### src/rtl/load_store_unit.sv
// Load/store unit: queues execute-stage requests, performs one single-cycle
// memory access per request and returns a registered response.
module load_store_unit #(
    parameter int unsigned FIFO_DEPTH = 2,
    parameter logic [7:0]  RO_BASE    = 8'hF0
) (
    input  logic       clk,
    input  logic       reset,
    input  logic       req_valid,
    output logic       req_ready,
    input  logic       req_write,
    input  logic [7:0] req_base,
    input  logic [7:0] req_offset,
    input  logic [7:0] req_wdata,
    output logic       resp_valid,
    input  logic       resp_ready,
    output logic [7:0] resp_data,
    output logic       resp_write,
    output logic       resp_fault,
    output logic       busy,
    output logic       mem_read,
    output logic       mem_write,
    output logic [7:0] mem_address,
    output logic [7:0] mem_write_data,
    input  logic [7:0] mem_read_data
);

    localparam int unsigned PW = (FIFO_DEPTH > 1) ? $clog2(FIFO_DEPTH) : 1;

    typedef enum logic [1:0] {
        IDLE,
        ACCESS,
        RESP
    } state_t;

    typedef struct packed {
        logic       write;
        logic [7:0] addr;
        logic [7:0] wdata;
    } req_t;

    state_t        state, state_nxt;
    req_t          fifo_mem [FIFO_DEPTH];
    req_t          op;
    logic [PW-1:0] wr_ptr, rd_ptr;
    logic [PW:0]   count;
    logic          full, empty, push, pop;

    assign full      = (count == (PW+1)'(FIFO_DEPTH));
    assign empty     = (count == '0);
    assign req_ready = !full;
    assign push      = req_valid && !full;

    assign resp_valid = (state == RESP);
    assign busy       = (state != IDLE) || !empty;

    // Request queue storage: effective address formed at push time (wraps mod 256)
    always_ff @(posedge clk) begin
        if (push) begin
            fifo_mem[wr_ptr] <= '{write: req_write,
                                   addr:  req_base + req_offset,
                                   wdata: req_wdata};
        end
    end

    // Request queue pointers and occupancy
    always_ff @(posedge clk) begin
        if (reset) begin
            wr_ptr <= '0;
            rd_ptr <= '0;
            count  <= '0;
        end else begin
            if (push) wr_ptr <= wr_ptr + PW'(1);
            if (pop)  rd_ptr <= rd_ptr + PW'(1);
            case ({push, pop})
                2'b10:   count <= count + (PW+1)'(1);
                2'b01:   count <= count - (PW+1)'(1);
                default: count <= count;
            endcase
        end
    end

    // FSM state register
    always_ff @(posedge clk) begin
        if (reset) state <= IDLE;
        else       state <= state_nxt;
    end

    // FSM next state, queue pop and memory strobes; strobes are masked by reset
    always_comb begin
        state_nxt      = state;
        pop            = 1'b0;
        mem_read       = 1'b0;
        mem_write      = 1'b0;
        mem_address    = '0;
        mem_write_data = '0;
        case (state)
            IDLE: begin
                if (!empty) begin
                    pop       = 1'b1;
                    state_nxt = ACCESS;
                end
            end
            ACCESS: begin
                mem_address    = op.addr;
                mem_write_data = op.wdata;
                mem_read       = !op.write && !reset;
                mem_write      = op.write && (op.addr < RO_BASE) && !reset;
                state_nxt      = RESP;
            end
            RESP: begin
                if (resp_ready) begin
                    if (!empty) begin
                        pop       = 1'b1;
                        state_nxt = ACCESS;
                    end else begin
                        state_nxt = IDLE;
                    end
                end
            end
            default: state_nxt = IDLE;
        endcase
    end

    // Operation register and registered response fields
    always_ff @(posedge clk) begin
        if (reset) begin
            op         <= '0;
            resp_data  <= '0;
            resp_write <= 1'b0;
            resp_fault <= 1'b0;
        end else begin
            if (pop) op <= fifo_mem[rd_ptr];
            if (state == ACCESS) begin
                resp_write <= op.write;
                resp_data  <= op.write ? 8'h00 : mem_read_data;
                resp_fault <= op.write && (op.addr >= RO_BASE);
            end else if (state == RESP && resp_ready) begin
                resp_data  <= '0;
                resp_write <= 1'b0;
                resp_fault <= 1'b0;
            end
        end
    end

endmodule

### config.mk
export PLATFORM = sky130hd
export DESIGN_NAME = load_store_unit
export DESIGN_NICKNAME = d
export VERILOG_FILES = /design/src/rtl/load_store_unit.sv
export SDC_FILE = /design/constraint.sdc
export NUM_CORES = 1
export LEC_CHECK = 0
export ABC_AREA = 1
export CAP_MARGIN = 15
export CORE_ASPECT_RATIO = 1.75
export CORE_MARGIN = 2
export CORE_UTILIZATION = 40
export CTS_CLUSTER_DIAMETER = 60
export DETAILED_ROUTE_END_ITERATION = 16
export PLACE_DENSITY = 0.68
export SYNTH_ARGS = -nofsm -noshare
export SYNTH_HDL_FRONTEND = slang
export SYNTH_SLANG_ARGS = --single-unit
export TNS_END_PERCENT = 30
### constraint.sdc
create_clock -name clk -period 2 [get_ports clk]
set_clock_uncertainty 0.05 [all_clocks]
set_input_delay 0.4 -clock clk [delete_from_list [all_inputs] [get_ports clk]]
set_output_delay 0.4 -clock clk [all_outputs]
set_load 0.02 [all_outputs]
[After elaboration in Yosys (flattened, before gate mapping)]
Memories as Yosys holds them, arrays and structs flattened. A register that Yosys moved wholly into a read port is not among the register bits.
Index checks and enable logic that the tools add are counted.
Word-level totals
  bits in registers: 16
  RAM bits: 34
  bits of input ports: 37
  output and inout bits: 31
  memories kept: 1
Cells by class
  $add $sub $neg: 5
  order comparisons: 2
  equality and inequality tests: 7
  mux-type cells: 20
  reductions and logical operators: 17
Memories
  fifo_mem: words 2, bits a word 17, rd ports 1, clocked after memory_dff 1, write ports 1, RTL line 43  | req_t fifo_mem [FIFO_DEPTH];
Operator list (count)
  two-way mux 8 bit: 5
  two-way mux 1 bit: 10
  adder 8 bit: 1
  >= comparator 8 bit, second input constant: 1
  < comparator 8 bit, second input constant: 1
  == test 2 bit, second input constant: 3
  logical AND 1 bit: 6
  case mux 2 bit (3 select lines): 1
  nonzero test 2 bit: 3
  == test 2 x 1 -> 1 bit, second input constant: 2
  logical NOT 1 bit: 4
  logical NOT 2 bit: 2
  two-way mux 2 bit: 2
  case mux 2 bit (2 select lines): 1
  adder 1 bit, second input constant: 2
  adder 2 x 1 -> 2 bit, second input constant: 1
  != test 2 x 1 -> 1 bit, second input constant: 1
  != test 2 bit, second input constant: 1
  case mux 1 bit (2 select lines): 1
  AND reduction 2 bit: 1
  subtractor 2 x 1 -> 2 bit, second input constant: 1
  logical OR 1 bit: 1

[Longest topological paths before layout]
  depth in word-level cells: 6
  gate-level depth with buffers: 10

[Least setup slack after synthesis]
No wires, ideal clock.
  path kind: register -> register
  start point: register count[0]
  end point: memory fifo_mem[1][0] (netlist name), enable pin
  library setup time: 0.392 ns
  data arrival time: 1.508 ns
  data required time: 1.558 ns
  setup slack: 0.050 ns
  stages on the path, launching flop included: 5
  buffers on the path: 0
  clock period less this slack: 1.950 ns
  cell sequence: dfxtp_1 inv_2 nand2_1 nand2_1 nor2_1
Between the ends
  word-level cells in the longest chain between the ends: 5
RTL lines
  start: declaration: RTL line 46  | logic [PW:0] count;
  start signal: assignment: RTL line 76  | 2'b10: count <= count + (PW+1)'(1);
  start signal: assignment: RTL line 77  | 2'b01: count <= count - (PW+1)'(1);
  start signal: assignment: RTL line 78  | default: count <= count;
  == test 2 bit: RTL line 49  | assign full = (count == (PW+1)'(FIFO_DEPTH));
  logical NOT 1 bit
  net req_ready: RTL line 10  | output logic req_ready,
  logical AND 1 bit: RTL line 52  | assign push = req_valid && !full;
  two-way mux 1 bit: RTL line 59  | if (push) begin
  two-way mux 1 bit (implied by the code): RTL line 60  | fifo_mem[wr_ptr] <= '{write: req_write,
  end: declaration: RTL line 43
The timed path passes the listed nets, and every way through them passes these cells.

[Worst setup path in the final report]
  start point: input port reset
  end point: output port mem_read
Between the ends
  word-level cells in the longest chain between the ends: 3
RTL lines
  start: declaration: RTL line 8  | input logic reset,
  logical NOT 1 bit: RTL line 107  | mem_read = !op.write && !reset;
  logical AND 1 bit: RTL line 107
  two-way mux 1 bit: RTL line 97  | case (state)
  end: declaration: RTL line 21  | output logic mem_read,
Every way passes these cells.

==> flow_summary.json <==
{
  "fin_setup_tns_ns": 0,
  "synthArstFlopShare": 0,
  "synthesis.area_sq_um": 3080,
  "ys.flop_type": "edfxtp_1",
  "maxCapViolations": 0,
  "port-buffer-count": 67,
  "core-area_sq_um": 7510,
  "syn_nets": 399,
  "ant_nets": 0,
  "detail_route.iter0.violations": 93,
  "wl_per_cell_microns": 10.8,
  "p_total_mw": 5.38,
  "ir_drop_mv": 0.537,
  "cts_setup_buffers": 0,
  "antenna_found_initial": 0,
  "viasPerCell": 4.56,
  "synth_top_area_frac": 0.332,
  "synth_area_per_cell_sq_um": 8.72,
  "min_period_ns": 1.92,
  "cts_resized": 25,
  "grt_max_degree": 21,
  "drtPass1Iterations": 4,
  "antenna_cells": 0,
  "fin_nets": 479,
  "dp_hpwl_microns": 4410,
  "num_io_pins": 68,
  "startpoint_type": "primary input",
  "crit_path_end_kind": "primary output",
  "period_share": 0.960,
  "area_growth_pct": 34.7,
  "tightest_slew_ns": 0.415,
  "regToRegSetupSlack_ns": 0.49,
  "cts_tree": "built",
  "synth_area_leaders": "edfxtp_1, dfxtp_1, nand2_1, inv_1, ha_1",
  "cts-root-buf": "clkbuf_16",
  "vias": 2399,
  "initial_core_util": 0.410,
  "die_h_microns": 120,
  "crit_required_ns": 1.55,
  "finalHoldViolations": 0,
  "grt_pass1_wl_microns": 9740,
  "die_width_microns": 70.3,
  "htree_levels": 3,
  "worstPathMaxFanout": 4,
  "rsz0062_at_grt": "yes",
  "clock_sink_count": 67,
  "numCtsBuffers": 9,
  "synth_top_cell_by_area": "edfxtp_1",
  "relSlewSlack": 0.723,
  "row_count": 42,
  "cts.clk_slew.worst_paths_ns": 0.05,
  "synth-seq-cells": 67,
  "grt_pass1_vias": 2315,
  "die_area_sq_um": 8440,
  "cts.path.max_buffers": 2,
  "yosysWarnings": 0,
  "clk_latency_ns": 0.32,
  "synth_cell_types": 29,
  "drt_wl_total_microns": 5680,
  "holdCritPathClass": "flip-flop to flip-flop",
  "postCtsHoldBufs": 0,
  "run_status": "completed",
  "arrival_ns": 1.47,
  "drc_errors": 0,
  "leakagePower_nw": 1.75,
  "grt_util_all_layers": 0.147,
  "synth_most_common_cell": "nand2_1",
  "yosysSeqAreaShare": 0.546,
  "drive_gt1_frac": 0.169,
  "netlist_instances": 353,
  "grt_overflow_total": 0,
  "max_freq_mhz": 521,
  "pwr_density_cell_nw_per_um2": 1300,
  "worstSetupPathType": "primary input to primary output",
  "synth_edf_count": 34,
  "place_congestion": 0.766,
  "synthTopCellsByCount": "nand2_1, inv_1, edfxtp_1, dfxtp_1, nor2_1",
  "setup_viol": 0,
  "maxSlewViolCount": 0
}
==> routing by layer <==
metal	wire length, microns	vias up	GRT usage
met2	3190	64	0.272
met3	249	7	0.0302
met5	0	-	0
met1	2120	1055	0.147
met4	120	0	0.0865
li1	-	1273	-
==> worst paths after layout <==
| path | start | to | cells past startpoint |
|---|---|---|---|
| worst max-delay path | reset | mem_read | 5 |
| worst min-delay path | resp_data[1] | resp_data[1] | 2 |
| worst max register to register | count[0] | count[1] | 7 |
| worst min register to register | resp_data[1] | resp_data[1] | 2 |
==> layout make-up <==
| cell class | count | area (sq um) |
|---|---|---|
| clock buffers | 10 | 229 |
| clock inverters | 6 | 113 |
| fillers | 688 | 3370 |
| inverters | 47 | 184 |
| multi-input cells | 227 | 1110 |
| flip-flops and latches | 67 | 1680 |
| well taps | 88 | 110 |
| repair buffers | 81 | 723 |
==> sequential cells by signal, indices dropped and copies added, names as in the netlist <==
signal,cells
state,2
op,17
wr_ptr,1
resp_write,1
rd_ptr,1
resp_fault,1
count,2
fifo_mem,34
resp_data,8
==> cells by family (layout without fill, tap and decap cells) <==
kind of cell	after synthesis	after routing	synth area share
compound gates	36	36	0.0699
xor+xnor	4	4	0.0114
fa+ha+maj	9	9	0.0390
buf+inv	59	144	0.0959
flops	67	67	0.546
simple gates	178	178	0.237
==> through the flow <==
stage / setup WS, ns / cell area, sq um / std cells / hold WS [ns] / utilization
final: 0.0797 / 4150 / 526 / 0.412 / 0.552
after global routing: -0.0321 / 4150 / 526 / 0.442 / 0.552
after CTS: 0.00205 / 4200 / 526 / 0.417 / 0.559
after detailed placement: -0.161 / 3880 / 510 / 0.407 / 0.516
after global placement: -0.128 / 3880 / 510 / 0.404 / 0.516
after floorplan: 0.0501 / 3080 / 353 / 0.393 / -
==> power breakdown <==
part | switching (mW) | internal (mW)
Clock | 0.539 | 1.22
Sequential | 0.171 | 1.77
Combinational | 1.01 | 0.664
==> worst max-delay path, stage by stage <==
cell and delay (ns):
clkdlybuf4s50_1 0.53, inv_1 0.07, nand3_1 0.08, clkinv_1 0.07
dlygate4sd2_1 0.31
==> layout by cell type (no fill, tap or decap), types with 3 or more instances in the layout <==
master           count
a21oi_1             17
a21oi_2              9
buf_4               12
bufinv_16            3
clkbuf_16            9
clkbuf_2            15
clkdlybuf4s50_1     46
dfxtp_1             33
edfxtp_1            34
ha_1                 8
inv_1               40
inv_2                4
nand2_1            126
nand2_2             10
nand3_1             10
nor2_1              23
nor3_1               3
o21ai_0              9
No activity file was read; power rests on OpenSTA's default activity.
